$ cat src/rtl/taillight_pkg.sv
// Shared types and defaults for the taillight input conditioner.
// Optional feature macro: TAILLIGHT_BRAKE_STRETCH_EN (minimum brake-on time).
package taillight_pkg;

    typedef enum logic [1:0] {
        IDLE  = 2'd0,
        LEFT  = 2'd1,
        RIGHT = 2'd2,
        GAP   = 2'd3
    } arb_state_t;

    localparam int unsigned DEF_DEBOUNCE_CYCLES   = 4;
    localparam int unsigned DEF_GAP_CYCLES        = 5;
    localparam int unsigned DEF_BRAKE_HOLD_CYCLES = 20;

    // Width of a counter that must hold values 0..max without wrapping.
    function automatic int unsigned cnt_width(input int unsigned max);
        int unsigned w;
        w = $clog2(max + 1);
        return (w < 1) ? 1 : w;
    endfunction

endpackage

$ cat src/rtl/taillight_input_conditioner_debounce_channel.sv
// One raw input channel: 2-flop synchroniser followed by a level debouncer.
// A level change is accepted after DEBOUNCE_CYCLES consecutive differing samples.
module debounce_channel
    import taillight_pkg::*;
#(
    parameter int unsigned DEBOUNCE_CYCLES = DEF_DEBOUNCE_CYCLES
) (
    input  logic clk,
    input  logic rst,
    input  logic i_raw,
    output logic o_level
);

    localparam int unsigned CW = cnt_width(DEBOUNCE_CYCLES);
    localparam logic [CW-1:0] LAST = CW'(DEBOUNCE_CYCLES - 1);

    logic          r_sync1;
    logic          r_sync2;
    logic          r_db;
    logic [CW-1:0] r_cnt;

    // Synchronise the raw contact, then count consecutive samples that differ from the accepted level.
    always_ff @(posedge clk) begin
        if (rst) begin
            r_sync1 <= 1'b0;
            r_sync2 <= 1'b0;
            r_db    <= 1'b0;
            r_cnt   <= '0;
        end else begin
            r_sync1 <= i_raw;
            r_sync2 <= r_sync1;
            if (r_sync2 == r_db) begin
                r_cnt <= '0;
            end else if (r_cnt >= LAST) begin
                r_db  <= ~r_db;
                r_cnt <= '0;
            end else begin
                r_cnt <= r_cnt + CW'(1);
            end
        end
    end

    assign o_level = r_db;

endmodule

$ cat src/rtl/taillight_input_conditioner.sv
// Taillight input conditioner: debounces stalk/brake inputs, arbitrates turn
// direction with a blank gap on reversal, and flags simultaneous turn requests.
// Optional feature macro: TAILLIGHT_BRAKE_STRETCH_EN (brake held >= BRAKE_HOLD_CYCLES).
module taillight_input_conditioner
    import taillight_pkg::*;
#(
    parameter int unsigned DEBOUNCE_CYCLES   = DEF_DEBOUNCE_CYCLES,
    parameter int unsigned GAP_CYCLES        = DEF_GAP_CYCLES,
    parameter int unsigned BRAKE_HOLD_CYCLES = DEF_BRAKE_HOLD_CYCLES
) (
    input  logic clk,
    input  logic rst,
    input  logic raw_turn_left,
    input  logic raw_turn_right,
    input  logic raw_brake,
    output logic turn_left,
    output logic turn_right,
    output logic brake,
    output logic conflict
);

    localparam int unsigned GCW = cnt_width(GAP_CYCLES);
    localparam logic [GCW-1:0] GAP_DONE = GCW'(GAP_CYCLES);

    if (DEBOUNCE_CYCLES < 1 || DEBOUNCE_CYCLES > 255 ||
        GAP_CYCLES < 1 || GAP_CYCLES > 255 ||
        BRAKE_HOLD_CYCLES < 1 || BRAKE_HOLD_CYCLES > 255) begin : g_param_range
        $error("taillight_input_conditioner: parameter out of range 1..255");
    end

    logic w_dl;
    logic w_dr;
    logic w_db_brake;

    debounce_channel #(.DEBOUNCE_CYCLES(DEBOUNCE_CYCLES)) u_db_left (
        .clk(clk), .rst(rst), .i_raw(raw_turn_left), .o_level(w_dl)
    );
    debounce_channel #(.DEBOUNCE_CYCLES(DEBOUNCE_CYCLES)) u_db_right (
        .clk(clk), .rst(rst), .i_raw(raw_turn_right), .o_level(w_dr)
    );
    debounce_channel #(.DEBOUNCE_CYCLES(DEBOUNCE_CYCLES)) u_db_brake (
        .clk(clk), .rst(rst), .i_raw(raw_brake), .o_level(w_db_brake)
    );

    arb_state_t     r_state;
    arb_state_t     w_next;
    logic [GCW-1:0] r_gap_cnt;
    logic           r_conf_armed;
    logic           w_idle_eval;
    logic           w_conflict;
    logic           r_turn_left;
    logic           r_turn_right;
    logic           r_conflict;
    logic           r_brake;

    // State register plus gap timer; the timer restarts on every entry into GAP.
    always_ff @(posedge clk) begin
        if (rst) begin
            r_state      <= IDLE;
            r_gap_cnt    <= '0;
            r_conf_armed <= 1'b0;
        end else begin
            r_state      <= w_next;
            r_conf_armed <= w_idle_eval & w_dl & w_dr;
            if (r_state != GAP) begin
                r_gap_cnt <= '0;
            end else if (r_gap_cnt != GAP_DONE) begin
                r_gap_cnt <= r_gap_cnt + GCW'(1);
            end
        end
    end

    // Next state; an expired GAP takes the IDLE decision directly to save a cycle.
    always_comb begin
        w_idle_eval = (r_state == IDLE) || ((r_state == GAP) && (r_gap_cnt == GAP_DONE));
        w_next      = r_state;
        if (w_idle_eval) begin
            if (w_dl && !w_dr) begin
                w_next = LEFT;
            end else if (w_dr && !w_dl) begin
                w_next = RIGHT;
            end else begin
                w_next = IDLE;
            end
        end else begin
            case (r_state)
                LEFT:    w_next = w_dl ? LEFT  : (w_dr ? GAP : IDLE);
                RIGHT:   w_next = w_dr ? RIGHT : (w_dl ? GAP : IDLE);
                default: w_next = GAP;
            endcase
        end
    end

    // Conflict fires only on the first IDLE decision that sees both turns requested.
    always_comb begin
        w_conflict = w_idle_eval & w_dl & w_dr & ~r_conf_armed;
    end

    // Registered turn/conflict outputs, aligned with the state update.
    always_ff @(posedge clk) begin
        if (rst) begin
            r_turn_left  <= 1'b0;
            r_turn_right <= 1'b0;
            r_conflict   <= 1'b0;
        end else begin
            r_turn_left  <= (w_next == LEFT);
            r_turn_right <= (w_next == RIGHT);
            r_conflict   <= w_conflict;
        end
    end

`ifdef TAILLIGHT_BRAKE_STRETCH_EN
    localparam int unsigned HCW = cnt_width(BRAKE_HOLD_CYCLES);
    localparam logic [HCW-1:0] HOLD_LOAD = HCW'(BRAKE_HOLD_CYCLES - 1);

    logic [HCW-1:0] r_hold_cnt;

    // Brake output with minimum on-time; a rise while already held does not reload.
    always_ff @(posedge clk) begin
        if (rst) begin
            r_brake    <= 1'b0;
            r_hold_cnt <= '0;
        end else if (!r_brake && w_db_brake) begin
            r_brake    <= 1'b1;
            r_hold_cnt <= HOLD_LOAD;
        end else if (r_hold_cnt != '0) begin
            r_brake    <= 1'b1;
            r_hold_cnt <= r_hold_cnt - HCW'(1);
        end else begin
            r_brake    <= w_db_brake;
        end
    end
`else
    // Brake output follows the debounced brake level.
    always_ff @(posedge clk) begin
        if (rst) begin
            r_brake <= 1'b0;
        end else begin
            r_brake <= w_db_brake;
        end
    end
`endif

    assign turn_left  = r_turn_left;
    assign turn_right = r_turn_right;
    assign brake      = r_brake;
    assign conflict   = r_conflict;

endmodule
$ cat config.mk
export PLATFORM = sky130hd
export DESIGN_NAME = taillight_input_conditioner
export DESIGN_NICKNAME = d
export VERILOG_FILES = /design/src/rtl/taillight_pkg.sv /design/src/rtl/taillight_input_conditioner_debounce_channel.sv /design/src/rtl/taillight_input_conditioner.sv
export SDC_FILE = /design/constraint.sdc
export NUM_CORES = 1
export LEC_CHECK = 0
export ABC_CLOCK_PERIOD_IN_PS = 5100
export CELL_PAD_IN_SITES_DETAIL_PLACEMENT = 1
export CELL_PAD_IN_SITES_GLOBAL_PLACEMENT = 2
export CORE_MARGIN = 5
export CORE_UTILIZATION = 25
export DETAILED_ROUTE_END_ITERATION = 10
export GPL_TIMING_DRIVEN = 0
export HOLD_SLACK_MARGIN = 0.02
export PLACE_DENSITY = 0.6
export SYNTH_ARGS = -nofsm -noshare
export SYNTH_HDL_FRONTEND = slang
export SYNTH_SLANG_ARGS = --single-unit
$ cat constraint.sdc
create_clock -name clk -period 5.1 [get_ports clk]
set_clock_uncertainty 0.1 [all_clocks]
set_input_delay 1.275 -clock clk [delete_from_list [all_inputs] [get_ports clk]]
set_output_delay 1.275 -clock clk [all_outputs]
set_load 0.005 [all_outputs]
==> results_dict.tcl, run 1 <==
set metrics [dict create \
    yosys.area_share.simple 0.200 \
    synth_top_family_by_area "simple AND/OR/NAND/NOR gates" \
    dp_cells 175 \
    clock_sinks 28 \
    drtPass1Iterations 2 \
    syn_avg_cell_area_um2 9.97 \
    syn-cell-area_um2 1150 \
    min_from "r_conf_armed$_SDFF_PP0_" \
    ys_seq_area_frac 0.489 \
    dieArea_um2 6040 \
    period_needed_ns 2.65 \
    fillCellCount 500 \
    max_stage_delay_ns 0.47 \
    hold_path.class "reg -> reg" \
    setup_viol 0 \
    cts_tree "built" \
    synth_top_cell_by_area "dfxtp_1" \
    routedWlPerCell_um 11.4 \
    critPathTopFamily "buffers and inverters" \
    antenna_found_initial 0 \
    fmax_ghz 0.378 \
    leakage_uw 0.000540 \
    synth_xor_area_frac 0.0306 \
    viasPerCell 4.44 \
    initial_utilization 0.260 \
    netlist_instances 115 \
    routed-via-count 795 \
    cts_buffers 3 \
    worst-path-buf-inv 3 \
    finalWeightedCongestion 0.674 \
    drtIter0Drc 3 \
    clock_tree.root_cell "clkbuf_8" \
    holdBufCountCts 0 \
    end_kind "register" \
    slew-limit-headroom 0.685 \
    fin_cells 179 \
    ys_types 24 \
    synth_seq_cells 28 \
    yosysWarnings 0 \
    tightestPinTransition_ns 0.472 \
    crit_type "in -> reg" \
    die_x_um 77.7 \
    worst-r2r-cell-count 6 \
    synth_compound_area_frac 0.0884 \
    drc_errors 0 \
    diodes 0 \
    cellPowerDensity_nw_per_um2 337 \
    critPathLaunchType "primary input" \
    core_area_um2 4410 \
    grt_pass1_wl_um 3660 \
    cp_max_fo 10 \
    num_io_pins 9 \
    grt_use_total 0.0737 \
    crit_path_frequent_cell "clkbuf_1" \
    grt_pass1_vias 816 \
    clk_pin_slew_ns 0.10 \
    tns_ns 0 \
    cap_viol_max_count 0 \
    reg2reg_slack_ns 3.26 \
    cts_buffer_depth 2 \
    ant_nets 0 \
    cts_max_level 1 \
    slowest_stage "clkdlybuf4s50_1" \
    synthAdderAreaFrac 0.131 \
    io_buffer_count 8 \
    netlist.area_leader.share 0.489 \
    worstPathRequired_ns 5.15 \
    fp-row-count 24 \
    dieHeight_um 77.7 \
    finalMaxSlewViolations 0 \
    cts_setup_buffers 0 \
    rsz0062_at_grt "false" \
    synthMuxAreaShare 0.0175 \
    final_nets 145 \
    clk_latency_ns 0.27 \
    hold_slack_ns 0.304 \
    synthesis.nets 132 \
    hold_viol_final 0 \
    r2r-start "r_state[0]$_SDFF_PP0_" \
    r2r-end "turn_right$_SDFF_PP0_" \
    critPathArrivalTime_ns 2.70 \
    dp_hpwl_um 1560 \
    synth_area_leaders "dfxtp_1, ha_1, nor2_1" \
    ir_drop_uv 151 \
    outcome "complete, no violations" \
    holdPathEnd "conflict$_SDFF_PP0_" \
    gr-total-overflow 0 \
    cts-resized-gates 0 \
    hold_path_depth 1 \
    drive_above_1_share 0.0709 \
    period_share 0.519 \
    area_growth_pct 18.9 \
    grt_max_degree 17 \
    crit_cells 4 \
    wirelength_um 2050 \
    path_cells "clkdlybuf4s50_1 -> clkbuf_1 -> clkbuf_1 -> nor3_1" \
]
==> how the worst max path moves through the flow <==
stage	to	startpoint
CTS	turn_left$_SDFF_PP0_	rst
detailed placement	r_state[1]$_SDFF_PP0_	rst
global placement	turn_left$_SDFF_PP0_	rst
global route	turn_left$_SDFF_PP0_	rst
finish	turn_left$_SDFF_PP0_	rst
floorplan	r_conf_armed$_SDFF_PP0_	rst
==> final cells by class <==
cell class	count	area [µm²]	share of cell area
clock inverter	1	30.0	0.0220
sequential	28	561	0.411
tap	52	65.1	0.0478
clock buffer	3	41.3	0.0303
multi-input combinational	74	536	0.393
buffer	3	12.5	0.00918
timing repair buffer	8	80.1	0.0588
inverter	10	37.5	0.0275
==> placed cells by master (no fill, tap or decap), drive strengths merged <==
cell and instances:
a21oi 5, a21boi 1, xnor2 4, nor4b 1
nor2 18, nor3 6, a31oi 1, nor2b 7
nand2b 1, inv 10, a211o 3, a211oi 1
o32a 1, dfxtp 28, clkdlybuf4s50 8, clkbuf 6
or3 3, or2b 2, ha 12, mux2i 2
a31o 1, nor4 1, bufinv 1, nand2 4
==> worst reg2reg max path: stages, from the launching register on <==
cell and delay, ns:
dfxtp_1 0.37, inv_1 0.07, ha_1 0.33, or2b_1 0.28
nor3_4 0.21, o32a_2 0.20, nor4b_2 0.20
==> synth_stat cells (all sizes together) <==
master / number
dfxtp: 28
nor2: 18
ha: 12
inv: 10
nor2b: 7
nor3: 6
a21oi: 5
nand2: 4
xnor2: 4
a211o: 3
clkbuf: 3
or3: 3
mux2i: 2
or2b: 2
a211oi: 1
a21boi: 1
a31o: 1
a31oi: 1
nand2b: 1
nor4: 1
nor4b: 1
o32a: 1
==> registers in the layout, indices dropped and copies added, names as in the netlist, 2 cells and up <==
signal            count
u_db_left.r_cnt       3
r_state               2
u_db_brake.r_cnt      3
r_gap_cnt             3
u_db_right.r_cnt      3
==> power by group <==
| group | total, µW | internal, µW | switching, µW |
|---|---|---|---|
| clock network | 175 | 105 | 70.3 |
| logic | 53.8 | 27.0 | 26.8 |
| registers | 230 | 226 | 3.89 |
==> cell families (layout without fill, tap and decap cells) <==
family                   Yosys count  after routing
XOR/XNOR                           4              4
adder cells (fa/ha/maj)           12             12
multiplexers                       2              2
AO/OA/AOI/OAI                     13             13
buffers and inverters             13             25
flip-flops                        28             28
AND/OR/NAND/NOR                   43             43
==> routing by layer <==
| layer | track usage | vias to the layer above | wire (µm) |
|---|---|---|---|
| li1 | - | 401 | - |
| met4 | 0.0155 | 0 | 15 |
| met2 | 0.131 | 8 | 1070 |
| met1 | 0.0849 | 384 | 892 |
| met5 | 0 | - | 0 |
| met3 | 0.0255 | 2 | 73 |
==> stage by stage <==
step                utilization  cell area (µm²)  power (µW)  worst slack, ns
finish                    0.309             1360         459             2.45
CTS                       0.309             1360         467             2.42
global route              0.309             1360         478             2.26
global placement          0.293             1290         288             2.15
detailed placement        0.293             1290         289             2.12
floorplan                     -             1150         273             2.97
No activity file was read; power rests on OpenSTA's default activity.
==> run 2, diff against run 1 <==
--- a/config.mk
+++ b/config.mk
@@ -5,7 +5,7 @@
 export SDC_FILE = /design/constraint.sdc
 export NUM_CORES = 1
 export LEC_CHECK = 0
-export ABC_CLOCK_PERIOD_IN_PS = 5100
+export ABC_CLOCK_PERIOD_IN_PS = 2450
 export CELL_PAD_IN_SITES_DETAIL_PLACEMENT = 1
 export CELL_PAD_IN_SITES_GLOBAL_PLACEMENT = 2
 export CORE_MARGIN = 5
==> constraint.sdc (replaced) <==
create_clock -name clk -period 2.45 [get_ports clk]
set_clock_uncertainty 0.1 [all_clocks]
set_input_delay 0.6125 -clock clk [delete_from_list [all_inputs] [get_ports clk]]
set_output_delay 0.6125 -clock clk [all_outputs]
set_load 0.005 [all_outputs]
==> results of run 2 <==
The final DEF is identical to that of run 1. Status: complete, no violations.
Main changes from that run: setup slack after placement 2.12 ns -> 0.132 ns; setup slack after layout 2.45 ns -> 0.465 ns; register-to-register setup slack 3.26 ns -> 0.61 ns; total power 459 µW -> 956 µW; worst IR drop on VDD 151 µV -> 314 µV
